--- config.mk ---
export PLATFORM = sky130hd
export DESIGN_NAME = bp_fe_fetch_buffer_flat
export DESIGN_NICKNAME = d
export VERILOG_FILES = /design/src/rtl/bp_fe_fetch_buffer_if.sv /design/src/rtl/bp_fe_fetch_buffer.sv /design/src/flat_wrapper.sv
export SDC_FILE = /design/constraint.sdc
export NUM_CORES = 1
export LEC_CHECK = 0
export BUFFER_PORTS_ARGS = -buffer_cell sky130_fd_sc_hd__buf_2
export CORE_MARGIN = 4
export CORE_UTILIZATION = 32
export CTS_CLUSTER_SIZE = 14
export DETAILED_ROUTE_END_ITERATION = 16
export HOLD_SLACK_MARGIN = 0.1
export PLACE_DENSITY = 0.49
export SYNTH_ARGS = -nofsm -noshare
export SYNTH_HDL_FRONTEND = slang
export SYNTH_SLANG_ARGS = --single-unit
--- constraint.sdc ---
create_clock -name clk_i -period 15.47 [get_ports clk_i]
set_input_delay 3.094 -clock clk_i [delete_from_list [all_inputs] [get_ports clk_i]]
set_output_delay 3.094 -clock clk_i [all_outputs]
set_load 0.005 [all_outputs]
--- src/rtl/bp_fe_fetch_buffer_if.sv ---
// Handshake bundle between the FE fetch stage (enqueue side), the BE queue
// output (dequeue side) and the fetch buffer itself.
interface bp_fe_fetch_buffer_if #(
    parameter int entry_width_p = 64,
    parameter int els_p         = 8,
    parameter int enq_width_p   = 2
);
    localparam int count_width_lp = $clog2(els_p + 1);

    logic                                   flush_i;
    logic [enq_width_p-1:0]                 enq_v_i;
    logic [enq_width_p*entry_width_p-1:0]   enq_data_i;
    logic                                   enq_ready_o;
    logic [entry_width_p-1:0]               deq_data_o;
    logic                                   deq_v_o;
    logic                                   deq_yumi_i;
    logic [count_width_lp-1:0]              count_o;
    logic                                   overflow_o;

    // The fetch/BE environment drives the requests and sees the status.
    modport master (
        output flush_i, enq_v_i, enq_data_i, deq_yumi_i,
        input  enq_ready_o, deq_data_o, deq_v_o, count_o, overflow_o
    );

    modport slave (
        input  flush_i, enq_v_i, enq_data_i, deq_yumi_i,
        output enq_ready_o, deq_data_o, deq_v_o, count_o, overflow_o
    );
endinterface

--- src/rtl/bp_fe_fetch_buffer.sv ---
// Multi-lane FE fetch buffer: up to enq_width_p entries in per cycle, one out,
// single-cycle flush on redirect, occupancy and sticky overflow reporting.
module bp_fe_fetch_buffer #(
    parameter int entry_width_p = 64,
    parameter int els_p         = 8,
    parameter int enq_width_p   = 2
) (
    input  logic                clk_i,
    input  logic                reset_i,
    bp_fe_fetch_buffer_if.slave bus
);
    localparam int ptr_width_lp   = (els_p == 1) ? 1 : $clog2(els_p);
    localparam int count_width_lp = $clog2(els_p + 1);
    localparam int n_width_lp     = $clog2(enq_width_p + 1);

    logic [entry_width_p-1:0]  mem [els_p];
    logic [ptr_width_lp-1:0]   rptr_reg, wptr_reg;
    logic [count_width_lp-1:0] count_reg;
    logic                      overflow_reg;

    logic [ptr_width_lp-1:0]   rptr_next, wptr_next;
    logic [count_width_lp-1:0] count_next;
    logic [n_width_lp-1:0]     enq_n;
    logic                      enq_req, enq_ready, enq_fire, deq_fire, overflow_set;
    logic [ptr_width_lp-1:0]   lane_addr [enq_width_p];

    // Increments never exceed els_p, so one conditional subtract wraps correctly.
    function automatic logic [ptr_width_lp-1:0] wrap_add(
        input logic [ptr_width_lp-1:0] base,
        input logic [ptr_width_lp:0]   inc
    );
        logic [ptr_width_lp:0] sum;
        sum = {1'b0, base} + inc;
        if (sum >= (ptr_width_lp+1)'(els_p))
            sum = sum - (ptr_width_lp+1)'(els_p);
        return sum[ptr_width_lp-1:0];
    endfunction

    for (genvar gi = 0; gi < enq_width_p; gi++) begin : g_lane
        assign lane_addr[gi] = wrap_add(wptr_reg, (ptr_width_lp+1)'(gi));
    end

    always_comb begin
        enq_n = '0;
        for (int i = 0; i < enq_width_p; i++)
            enq_n = enq_n + n_width_lp'(bus.enq_v_i[i]);
    end

    // Readiness ignores a same-cycle dequeue so yumi never reaches enq_ready_o.
    assign enq_ready    = (count_reg <= count_width_lp'(els_p - enq_width_p));
    assign enq_req      = |bus.enq_v_i;
    assign enq_fire     = enq_req & enq_ready & ~bus.flush_i;
    assign deq_fire     = bus.deq_yumi_i & (count_reg != '0) & ~bus.flush_i;
    assign overflow_set = enq_req & ~enq_ready & ~bus.flush_i;

    assign wptr_next  = wrap_add(wptr_reg, (ptr_width_lp+1)'(enq_n));
    assign rptr_next  = wrap_add(rptr_reg, (ptr_width_lp+1)'(1));
    assign count_next = count_reg
                      + (enq_fire ? count_width_lp'(enq_n) : '0)
                      - count_width_lp'(deq_fire);

    always_ff @(posedge clk_i or posedge reset_i) begin
        if (reset_i) begin
            rptr_reg     <= '0;
            wptr_reg     <= '0;
            count_reg    <= '0;
            overflow_reg <= 1'b0;
        end else begin
            if (overflow_set)
                overflow_reg <= 1'b1;
            if (bus.flush_i) begin
                rptr_reg  <= '0;
                wptr_reg  <= '0;
                count_reg <= '0;
            end else begin
                if (enq_fire)
                    wptr_reg <= wptr_next;
                if (deq_fire)
                    rptr_reg <= rptr_next;
                count_reg <= count_next;
            end
        end
    end

    // Storage carries no reset; only lanes covered by enq_v_i are written.
    always_ff @(posedge clk_i) begin
        for (int i = 0; i < enq_width_p; i++) begin
            if (enq_fire && bus.enq_v_i[i])
                mem[lane_addr[i]] <= bus.enq_data_i[i*entry_width_p +: entry_width_p];
        end
    end

    assign bus.enq_ready_o = enq_ready;
    assign bus.deq_v_o     = (count_reg != '0);
    assign bus.deq_data_o  = mem[rptr_reg];
    assign bus.count_o     = count_reg;
    assign bus.overflow_o  = overflow_reg;

`ifndef SYNTHESIS
    // Lanes must be filled from lane 0 upward, and yumi only offered on valid.
    a_enq_thermometer: assert property (@(posedge clk_i) disable iff (reset_i)
        ((bus.enq_v_i & (bus.enq_v_i + 1'b1)) == '0));
    a_yumi_on_valid: assert property (@(posedge clk_i) disable iff (reset_i)
        !(bus.deq_yumi_i && !bus.deq_v_o));
`endif
endmodule

--- src/flat_wrapper.sv ---
// flat-port wrapper written by rule: the top's interface ports become plain ports
module bp_fe_fetch_buffer_flat 
#(
    parameter int entry_width_p = 64,
    parameter int els_p         = 8,
    parameter int enq_width_p   = 2
)
  (clk_i, reset_i, bus_flush_i, bus_enq_v_i, bus_enq_data_i, bus_deq_yumi_i, bus_enq_ready_o, bus_deq_data_o, bus_deq_v_o, bus_count_o, bus_overflow_o);
  bp_fe_fetch_buffer_if #(.entry_width_p(entry_width_p), .els_p(els_p), .enq_width_p(enq_width_p)) bus_i ();
  input  logic clk_i;
  input  logic reset_i;
  input wire logic [$bits(bus_i.flush_i)-1:0] bus_flush_i;
  input wire logic [$bits(bus_i.enq_v_i)-1:0] bus_enq_v_i;
  input wire logic [$bits(bus_i.enq_data_i)-1:0] bus_enq_data_i;
  input wire logic [$bits(bus_i.deq_yumi_i)-1:0] bus_deq_yumi_i;
  output wire logic [$bits(bus_i.enq_ready_o)-1:0] bus_enq_ready_o;
  output wire logic [$bits(bus_i.deq_data_o)-1:0] bus_deq_data_o;
  output wire logic [$bits(bus_i.deq_v_o)-1:0] bus_deq_v_o;
  output wire logic [$bits(bus_i.count_o)-1:0] bus_count_o;
  output wire logic [$bits(bus_i.overflow_o)-1:0] bus_overflow_o;
  assign bus_i.flush_i = bus_flush_i;
  assign bus_i.enq_v_i = bus_enq_v_i;
  assign bus_i.enq_data_i = bus_enq_data_i;
  assign bus_i.deq_yumi_i = bus_deq_yumi_i;
  assign bus_enq_ready_o = bus_i.enq_ready_o;
  assign bus_deq_data_o = bus_i.deq_data_o;
  assign bus_deq_v_o = bus_i.deq_v_o;
  assign bus_count_o = bus_i.count_o;
  assign bus_overflow_o = bus_i.overflow_o;
  bp_fe_fetch_buffer #(.entry_width_p(entry_width_p), .els_p(els_p), .enq_width_p(enq_width_p)) u_core (.clk_i(clk_i), .reset_i(reset_i), .bus(bus_i));
endmodule
# == After elaboration in Yosys (flattened, before gate mapping) ==
# Memories as Yosys holds them, arrays and structs flattened.
# Cells that the tools add are included.
# Widths: inputs -> output; s select.
# classes
magnitude_cmp,5
muxes,14
add_sub_neg,10
n_reduce_logical,6
n_bitwise,8
# op_table
cell,count
$mux 3,8
$ge 4x4->1 const B,3
$sub 3x1->3 const B,4
$add 3x1->4 const B,2
$and 1x1->1,6
$add 3x2->4,1
$add 4x4->4,1
$ge 3x4->1 const B,1
$le 4x3->1 const B,1
$mux 1,4
$mux 4,1
$reduce_bool 2->1,2
$reduce_bool 4->1,1
$sub 4x1->4,1
$add 1x1->2,1
$logic_and 1x1->1,2
$mux 2,1
$not 1->1,2
$reduce_or 2->1,1
# totals
mem_count,1
mem_bits_rw,512
regBits,11
in_bits,134
output_inout_bits,71
# memory_table
memory,words,width,rd,rd_ports_with_merged_regs,write_ports,line,rtl
u_core.mem,8,64,1,0,2,bp_fe_fetch_buffer.sv:16,logic [entry_width_p-1:0] mem [els_p];

# == Longest topological paths before layout ==
# Gate-level depths: netlist of run 1.
# logic_depth
depth_word,7
depth_mapped,12
depth_no_buf,12

# == Least setup slack after synthesis of run 1 ==
# OpenSTA, ideal clock, no wires.
# synth_timing
path_kind,input to register
start,in bus_enq_v_i[1]
end,mem u_core.mem[7][0] (enable)
path_stages,5
t_arrival_ns,6.788
n_path_buf,0
setup_slack_ns,8.175
cell_sequence,inv_1 ha_1 nor2_1 nand2_1 a21oi_1
# synth_rtl
item,line,rtl
"start, declared",flat_wrapper.sv:13,input wire logic [$bits(bus_i.enq_v_i)-1:0] bus_enq_v_i;
"end, declared",bp_fe_fetch_buffer.sv:16,

# == Final worst setup path of run 1 ==
# layout_timing
start,reg u_core.rptr_reg[0]
end,out bus_deq_data_o[63]
# layout_between
elab_chain_cells,1
# layout_rtl
item,line,rtl
"start, declared",bp_fe_fetch_buffer.sv:17,"logic [ptr_width_lp-1:0] rptr_reg, wptr_reg;"
"start signal, assigned",bp_fe_fetch_buffer.sv:79,rptr_reg <= rptr_next;
$mem_v2 8x64,-,
"end, declared",flat_wrapper.sv:17,output wire logic [$bits(bus_i.deq_data_o)-1:0] bus_deq_data_o;
# Every way passes these cells.

==> reports/qor.yml, run 1 <==
clk_path_buf_depth: 3
fin_nets: 1782
setup.worst_path.start: "u_core.rptr_reg[0]$_DFFE_PP0P_"
hp-class: "flip-flop to flip-flop"
clk_pin_slew_ps: 60
holdBufCountCts: 0
start_kind: "flip-flop"
synth_edf_count: 512
core-area_sq_mm: 0.0820
syn-cell-area_sq_mm: 0.0264
synth_seq_area_share_pct: 59.3
wl_um: 74600
cp-end-kind: "output pin"
status: "complete, no violations"
clock_latency_ps: 620
met3_length_um: 3740
track_usage_pct: 17.0
final_common_cell: "mux2_2"
grt_overflow: 0
rows: 105
numPortBuffers: 204
drt-pass1-iter-count: 5
cts_made_buffers: 58
seq_area_sq_mm: 0.0157
ant_nets: 0
post_cts_buffers: 0
vias: 14200
required_ps: 12380
synth_flop_cell: "edfxtp_1"
drv_cap: 0
max_freq_ghz: 0.144
p_leak_uw: 0.00975
ys_types: 38
globalplace.congestion: 0.725
grt_pass1_wl_um: 109000
period_share_pct: 44.8
p_per_area_mw_per_mm2: 134
tightest_slew_ps: 1220
max_slew_margin_pct: 17.8
yosysWarnings: 0
period_needed_ps: 6930
multiInputGateArea_sq_mm: 0.0102
ys_ff_latch: 523
timing_hold_violations_final: 0
antenna_found_initial: 17
htree_levels: 2
hold_ws_ps: 598
drive_gt1_share_pct: 59.5
start_util_pct: 32.2
critical_path.endpoint: "bus_deq_data_o[63]"
r2r_setup_slack_ps: 11460
synth_nets: 1568
slew_violations: 0
root_buffer: "clkbuf_16"
drc: 0
ir_drop_uv: 71.4
fillCellCount: 7750
cts.sinks: 523
clock_skew_ps: 26.1
die_width_um: 295
vias_per_cell: 5.16
syn_inst: 1420
wl_met1_um: 32500
hpwl_um: 43900
io_pins: 205
fin_setup_tns_ps: 0
final-setup-viol-count: 0
first_iter_violations: 1038
highest_layer: "met5"
r2r_start: "u_core.wptr_reg[0]$_DFFE_PP0P_"
area_growth_pct: 15.3
critPathKind: "flip-flop to output pin"
r2r_end: "u_core.mem[0][5]$_DFFE_PP_"
die_h_um: 295
final_cell_mix: "532 x mux2_2, 512 x edfxtp_1, 204 x buf_2"
wire_per_inst_um: 27.1
ff2ff_path_depth: 5
first_global_vias: 15400
met2_wirelength_um: 37000
critPathMaxFanout: 38
cts_tree: "built"
dieArea_sq_mm: 0.0871
rsz0062_at_grt: "false"
avgSynthCellArea_sq_um: 18.6
grt_max_degree: 51
cts-resized-gates: 0
largest_reg_flops: 512
critPathArrivalTime_ps: 3840
holdCritStartpoint: "u_core.bus.overflow_o$_DFFE_PP0P_"
ys_async_sr_fraction_pct: 2.10
## where the power goes
part	switching, uW	total, uW	internal [uW]
Clock	567	1380	810
Sequential	51.3	1710	1660
Combinational	496	991	495
## cells in the mapped netlist (all sizes together) (3+ instances only)
library cell / count / area share (%)
nand3: 9 / 0.17
nor2b: 6 / 0.14
xor2: 4 / 0.13
dfrtp: 11 / 1.0
nand2b: 3 / 0.071
ha: 12 / 0.57
edfxtp: 512 / 58
nor2: 14 / 0.20
mux2: 576 / 25
mux4: 128 / 11
buf: 64 / 1.8
nand2: 5 / 0.071
clkbuf: 24 / 0.35
or3: 3 / 0.071
a21oi: 7 / 0.13
nor4: 8 / 0.64
xnor2: 3 / 0.10
inv: 13 / 0.18
## critical path, cell delays in order, from the launching register on
cell and delay (ps):
dfrtp_4 630, buf_4 670, buf_4 790, mux4_2 600, mux2_2 330, buf_2 150
## final cells by class
cell class | instances | area share (%)
well taps | 1070 | 4.40
inverters | 13 | 0.160
repair buffers | 242 | 4.29
flip-flops and latches | 523 | 51.4
clock inverters | 30 | 1.07
clock buffers | 72 | 5.01
multi-input cells | 796 | 33.6
diodes | 7 | 0.0575
## logic make-up (layout without fill, tap and decap cells)
kind of cell / after synthesis / count (layout) / synth area share, %
compound gates: 15 / 15 / 0.370
xor+xnor: 7 / 7 / 0.232
fa+ha+maj: 14 / 14 / 0.720
buf+inv: 101 / 357 / 2.30
flops: 523 / 523 / 59.3
mux: 706 / 706 / 35.6
other cells: 0 / 7 / 0
simple gates: 54 / 54 / 1.52
## per-stage QoR
step	instance area [sq um]	cells	utilization (%)	setup WS, ps	total power [uW]
3_5_place_dp	28600	2644	34.9	9050	2760
4_1_cts	30400	2746	37.1	8370	4160
2_1_floorplan	26400	1420	-	8170	2400
5_1_grt	30400	2748	37.1	8210	4280
6_report	30400	2753	37.1	8540	4080
3_3_place_gp	28600	2644	34.9	9050	2760
## metal layers
| layer | up-vias | GRT usage (%) |
|---|---|---|
| li1 | 6256 | - |
| met1 | 7553 | 22.4 |
| met2 | 283 | 29.1 |
| met3 | 96 | 3.77 |
| met4 | 10 | 3.55 |
| met5 | - | 0 |
## how the worst min path moves through the flow
| stage | slack, ps | endpoint | depth (start not counted) |
|---|---|---|---|
| after floorplan | 460 | u_core.bus.overflow_o$_DFFE_PP0P_ | 2 |
| after global placement | 610 | u_core.bus.overflow_o$_DFFE_PP0P_ | 2 |
| after detailed placement | 620 | u_core.bus.overflow_o$_DFFE_PP0P_ | 2 |
| after CTS | 640 | u_core.bus.overflow_o$_DFFE_PP0P_ | 2 |
| after global routing | 650 | u_core.bus.overflow_o$_DFFE_PP0P_ | 2 |
| final | 600 | u_core.bus.overflow_o$_DFFE_PP0P_ | 2 |
Note: power is estimated with default switching activity, not from simulation.
==> run 2: changes to the inputs <==
- PLACE_DENSITY: 0.49 -> 0.51
- clock period: 15.47 -> 6.1 ns (I/O delays scaled with it)
==> run 2 against run 1 <==
  * Count of clock-buffer cells in the layout up 1
  * Sequential power increased to 2.6 times the previous value
  * Critical endpoint is now bus_deq_data_o[20]
  * Critical path type unchanged
  * Cell area up 0.40%
  * Global-route usage is 0.11 points higher
  * Via count is 0.11% lower
  * Largest power group unchanged
==> reports/qor.yml, run 2 (synthesis results as in run 1) <==
hp-class: "flip-flop to flip-flop"
post_dp_cell_area_sq_mm: 0.0287
ant_nets: 0
hold_ws_ps: 569
fin_setup_tns_ps: 0
tightest_slew_ps: 1120
io_pins: 205
critPathTopFamily: "flip-flops"
final_cell_mix: "532 x mux2_2, 512 x edfxtp_1, 204 x buf_2"
critPathMaxFanout: 50
clock_latency_ps: 640
max_slew_margin_pct: 25.2
track_usage_pct: 17.1
timing_hold_violations_final: 0
cts-resized-gates: 0
core-area_sq_mm: 0.0820
hold-path-endpoint: "u_core.bus.overflow_o$_DFFE_PP0P_"
largest_reg_flops: 512
holdBufCountCts: 0
final-setup-viol-count: 0
root_buffer: "clkbuf_16"
grt_max_degree: 71
grt_pass1_wl_um: 109000
cts.sinks: 523
hpwl_um: 42400
drc: 0
period_needed_ps: 4390
wire_per_inst_um: 27.1
fin_area_sq_mm: 0.0306
ir_drop_uv: 235
required_ps: 4880
crit_chain: "buf_12 > mux4_2 > mux2_2 > buf_2"
start_util_pct: 32.2
clock_skew_ps: 31.1
status: "complete, no violations"
crit_slowest_cell: "dfrtp_4"
holdCritStartpoint: "u_core.bus.overflow_o$_DFFE_PP0P_"
period_share_pct: 71.9
ff2ff_path_depth: 5
r2r_end: "u_core.mem[4][40]$_DFFE_PP_"
slowest_delay_ps: 940
total_power_uw: 10400
max_freq_ghz: 0.228
vias: 14200
cts_tree: "built"
drive_gt1_share_pct: 59.6
dieArea_sq_mm: 0.0871
r2r_start: "u_core.wptr_reg[0]$_DFFE_PP0P_"
die_h_um: 295
vias_per_cell: 5.13
fillCellCount: 7724
grt_overflow: 0
first_iter_violations: 851
fin_nets: 1787
die_width_um: 295
htree_levels: 2
critPathArrivalTime_ps: 3170
start_kind: "flip-flop"
cts_made_buffers: 60
r2r_setup_slack_ps: 2580
p_leak_uw: 0.00977
clk_pin_slew_ps: 60
first_global_vias: 15500
rows: 105
drv_cap: 0
antenna_found_initial: 21
rsz0062_at_grt: "false"
final_common_cell: "mux2_2"
p_per_area_mw_per_mm2: 339
globalplace.congestion: 0.719
slew_violations: 0
drt-pass1-iter-count: 5
critPathKind: "flip-flop to output pin"
numPortBuffers: 204
crit_buf_inv: 2
clk_path_buf_depth: 3
min_path_cells: 2
area_growth_pct: 15.8
post_cts_buffers: 0
wl_um: 75000
cp-end-kind: "output pin"
==> run 2: per-layer routing <==
layer | part of all wire, % | track usage (%) | routed length (um)
met1 | 43 | 22.3 | 32300
met2 | 50 | 29.7 | 37700
met4 | 1.6 | 3.46 | 1180
met5 | 0.067 | 0 | 50
met3 | 5.0 | 3.67 | 3770
==> run 2: where the power goes <==
part	switching (uW)	internal [uW]	total, uW	leakage [uW]
combinational	1240	1280	2520	0.00411
sequential	157	4210	4370	0.00476
clock	1520	1940	3460	0.000892
total	2920	7430	10400	0.00977
==> run 2: cell type report <==
class / count / area, sq um / area share (%)
multi-input combinational: 796 / 10200 / 33.4
tap: 1070 / 1340 / 4.38
clock inverter: 35 / 304 / 0.995
timing repair buffer: 245 / 1420 / 4.63
clock buffer: 73 / 1550 / 5.07
antenna: 11 / 27.5 / 0.0901
inverter: 13 / 48.8 / 0.160
sequential: 523 / 15700 / 51.2
==> run 2: how the worst max path moves through the flow <==
stage	from	endpoint	slack (ps)	cells after the start
after global routing	u_core.rptr_reg[0]$_DFFE_PP0P_	bus_deq_data_o[21]	1460	4
after detailed placement	bus_enq_v_i[1]	u_core.mem[3][10]$_DFFE_PP_	2050	7
after global placement	bus_enq_v_i[1]	u_core.mem[2][10]$_DFFE_PP_	2090	9
after floorplan	bus_enq_v_i[1]	u_core.mem[7][0]$_DFFE_PP_	680	5
final	u_core.rptr_reg[0]$_DFFE_PP0P_	bus_deq_data_o[20]	1710	4
after CTS	u_core.rptr_reg[0]$_DFFE_PP0P_	bus_deq_data_o[62]	1590	4
==> run 2: worst min-delay path: stages, from the launching register on <==
cell     delay, ps
dfrtp_1        420
inv_1           60
o31ai_1         60
==> run 2: metrics by stage <==
stage                     utilization [%]  instances  setup WS [ps]
after floorplan                         -       1420            679
after global placement               35.0       2647           2090
after detailed placement             35.0       2647           2050
after CTS                            37.2       2755           1590
after global routing                 37.3       2759           1460
final                                37.3       2766           1710
==> run 3: changes to the inputs <==
- ABC_AREA: default -> 1
- PLACE_DENSITY: 0.51 -> 0.5
- clock period: 6.1 -> 3.8 ns (I/O delays scaled with it)
==> run 3 against run 2 <==
  * Flip-flop and latch count stayed put
  * Critical path depth is 3 higher
  * Clock power is 79% higher
  * Via count is 75% higher
  * Cell count is 71% higher
  * Register-to-register slack worse by 1500 ps
  * Non-clock buffer count is 39 higher
  * Cell area is 7.1% higher
  * Routed wire length is 42% higher
  * Total power is 86% higher
  * Critical path type unchanged
  * Highest routed layer unchanged
==> reports/qor.yml, run 3 <==
yosysTopAreaCellShare_pct: 53.0
globalplace.congestion: 0.743
avgSynthCellArea_sq_um: 8.18
p_per_area_mw_per_mm2: 590
largest_reg_flops: 512
antenna_found_initial: 20
critPathTopFamily: "buffers and inverters"
drive_gt1_share_pct: 11.4
cp-end-kind: "output pin"
yosysWarnings: 0
yosys.area.top_type: "edfxtp_1"
post_cts_buffers: 0
cts_tree: "built"
r2r_setup_slack_ps: 1060
cts.sinks: 523
drc: 0
hpwl_um: 57200
crit_buf_inv: 3
timing.final.ws_setup_ps: 237
synth_nets: 3693
place_worst_setup_slack_ps: 671
start_kind: "flip-flop"
slowest_delay_ps: 680
period_share_pct: 93.8
multiInputGateArea_sq_mm: 0.0113
fin_nets: 3649
max_freq_ghz: 0.281
die_width_um: 309
cts-resized-gates: 0
synthTopCellsByArea: "edfxtp_1 53%, nand2_1 16%, nand3_1 9.2%, o21ai_0 5.4%, nor2_1 5.2%"
clk_pin_slew_ps: 60
fin_setup_tns_ps: 0
synth_flop_cell: "edfxtp_1"
ir_drop_uv: 537
synth_common_cells: "1,253 x nand2_1, 533 x nand3_1, 512 x edfxtp_1"
track_usage_pct: 21.9
first_iter_violations: 2253
ys_async_sr_fraction_pct: 2.10
root_buffer: "clkbuf_16"
first_global_vias: 24200
io_pins: 205
cts_made_buffers: 67
ant_nets: 0
period_needed_ps: 3560
drt-pass1-iter-count: 6
dieArea_sq_mm: 0.0955
timing_hold_violations_final: 0
vias_per_cell: 5.24
r2r_start: "u_core.wptr_reg[1]$_DFFE_PP0P_"
drv_cap: 0
numPortBuffers: 204
fillCellCount: 9254
wire_per_inst_um: 22.5
tightest_slew_ps: 1250
htree_levels: 3
grt_pass1_wl_um: 158000
final_cell_mix: "1,237 x nand2_1, 533 x nand3_1, 512 x edfxtp_1"
slew_violations: 0
rsz0062_at_grt: "false"
synth_seq_area_share_pct: 54.0
fin_area_sq_mm: 0.0327
synth_most_common_cell: "nand2_1"
hold_ws_ps: 152
final_common_cell: "nand2_1"
required_ps: 3040
wl_um: 107000
rows: 110
post_dp_cell_area_sq_mm: 0.0306
max_slew_margin_pct: 16.6
grt_overflow: 0
cp_common_cell: "nand2_1"
status: "complete, no violations"
holdBufCountCts: 0
start_util_pct: 32.2
syn_inst: 3545
ys_types: 27
clock_latency_ps: 610
clk_path_buf_depth: 3
grt_max_degree: 78
syn-cell-area_sq_mm: 0.0290
seq_area_sq_mm: 0.0157
die_h_um: 309
ys_ff_latch: 523
critPathArrivalTime_ps: 2800
area_growth_pct: 12.8
critPathMaxFanout: 54
synth_edf_count: 512
p_leak_uw: 0.0136
critPathKind: "flip-flop to output pin"
hp-class: "input port to async pin"
clock_skew_ps: 18.9
vias: 24800
final-setup-viol-count: 0
crit_chain: "inv_8 > buf_4 > nor2_1 > o21ai_0 > nand2_1 > nand2_1 > buf_2"
core-area_sq_mm: 0.0900
setup.worst_path.start: "u_core.rptr_reg[0]$_DFFE_PP0P_"
crit_slowest_cell: "dfrtp_4"
## run 3: changes by cell type in the layout (fill, tap and decap cells not counted), moves of 16 or more
cell / delta
mux2_2: -532
nand3_1: +524
mux2_1: -44
nor2_1: +384
o21ai_0: +312
nand2_1: +1232
o21ai_1: +74
nand2_4: +16
buf_12: +33
mux4_2: -128
## run 3: routing by layer
layer	track usage, %	wire [um]	vias to the layer above
met5	0	103	-
met4	6.37	2800	16
met3	3.29	6130	196
met2	37.3	52000	835
met1	29.1	45500	12100
li1	-	-	11700
## run 3: report_power, final
| group | leakage, uW | total (uW) | switching (uW) | internal (uW) |
|---|---|---|---|---|
| Clock | 0.00101 | 6180 | 2580 | 3600 |
| Combinational | 0.00785 | 6090 | 4380 | 1710 |
| Sequential | 0.00477 | 7040 | 222 | 6820 |
| Total | 0.0136 | 19300 | 7180 | 12100 |
## run 3: worst reg2reg max path: stages, from the launching register on
cell     delay (ps)
dfrtp_1         550
ha_1            280
inv_1            70
nand2_1          80
nand3_1         190
nor2_4          170
buf_4           970
nand3_1         200
nand2_1         110
## run 3: logic make-up (layout without fill, tap and decap cells)
kind of cell             Yosys count  in the layout  synth area share, %
AND/OR/NAND/NOR                 2194           2194                 30.8
flip-flops                       523            523                 54.0
buffers and inverters            423            428                 7.79
AO/OA/AOI/OAI                    389            389                 6.72
adder cells (fa/ha/maj)           14             14                0.656
XOR/XNOR                           2              2               0.0604
other                              0              7                    0
## run 3: path summary, 6_finish.rpt
path                                                     end  cells after the start
setup reg to reg                  u_core.mem[3][6]$_DFFE_PP_                      8
max in group asynchronous     u_core.rptr_reg[2]$_DFFE_PP0P_                      2
min in group clk_i           u_core.bus.count_o[2]$_DFF_PP0_                      2
setup / recovery                          bus_deq_data_o[15]                      7
hold / removal               u_core.bus.count_o[3]$_DFF_PP0_                      2
hold reg to reg            u_core.bus.overflow_o$_DFFE_PP0P_                      1
## run 3: area by class of cell
type | instances | share of cell area (%)
multi-input cells | 2599 | 34.5
flip-flops and latches | 523 | 47.8
inverters | 26 | 0.325
well taps | 1176 | 4.50
diodes | 7 | 0.0535
repair buffers | 284 | 6.48
clock buffers | 83 | 5.44
clock inverters | 35 | 0.902
## run 3: through the flow
stage / power, uW / cells / util (%)
floorplan: 10700 / 3545 / -
global placement: 13200 / 4608 / 34.0
detailed placement: 13300 / 4608 / 34.0
CTS: 19500 / 4726 / 36.3
global route: 20300 / 4730 / 36.4
finish: 19300 / 4733 / 36.4
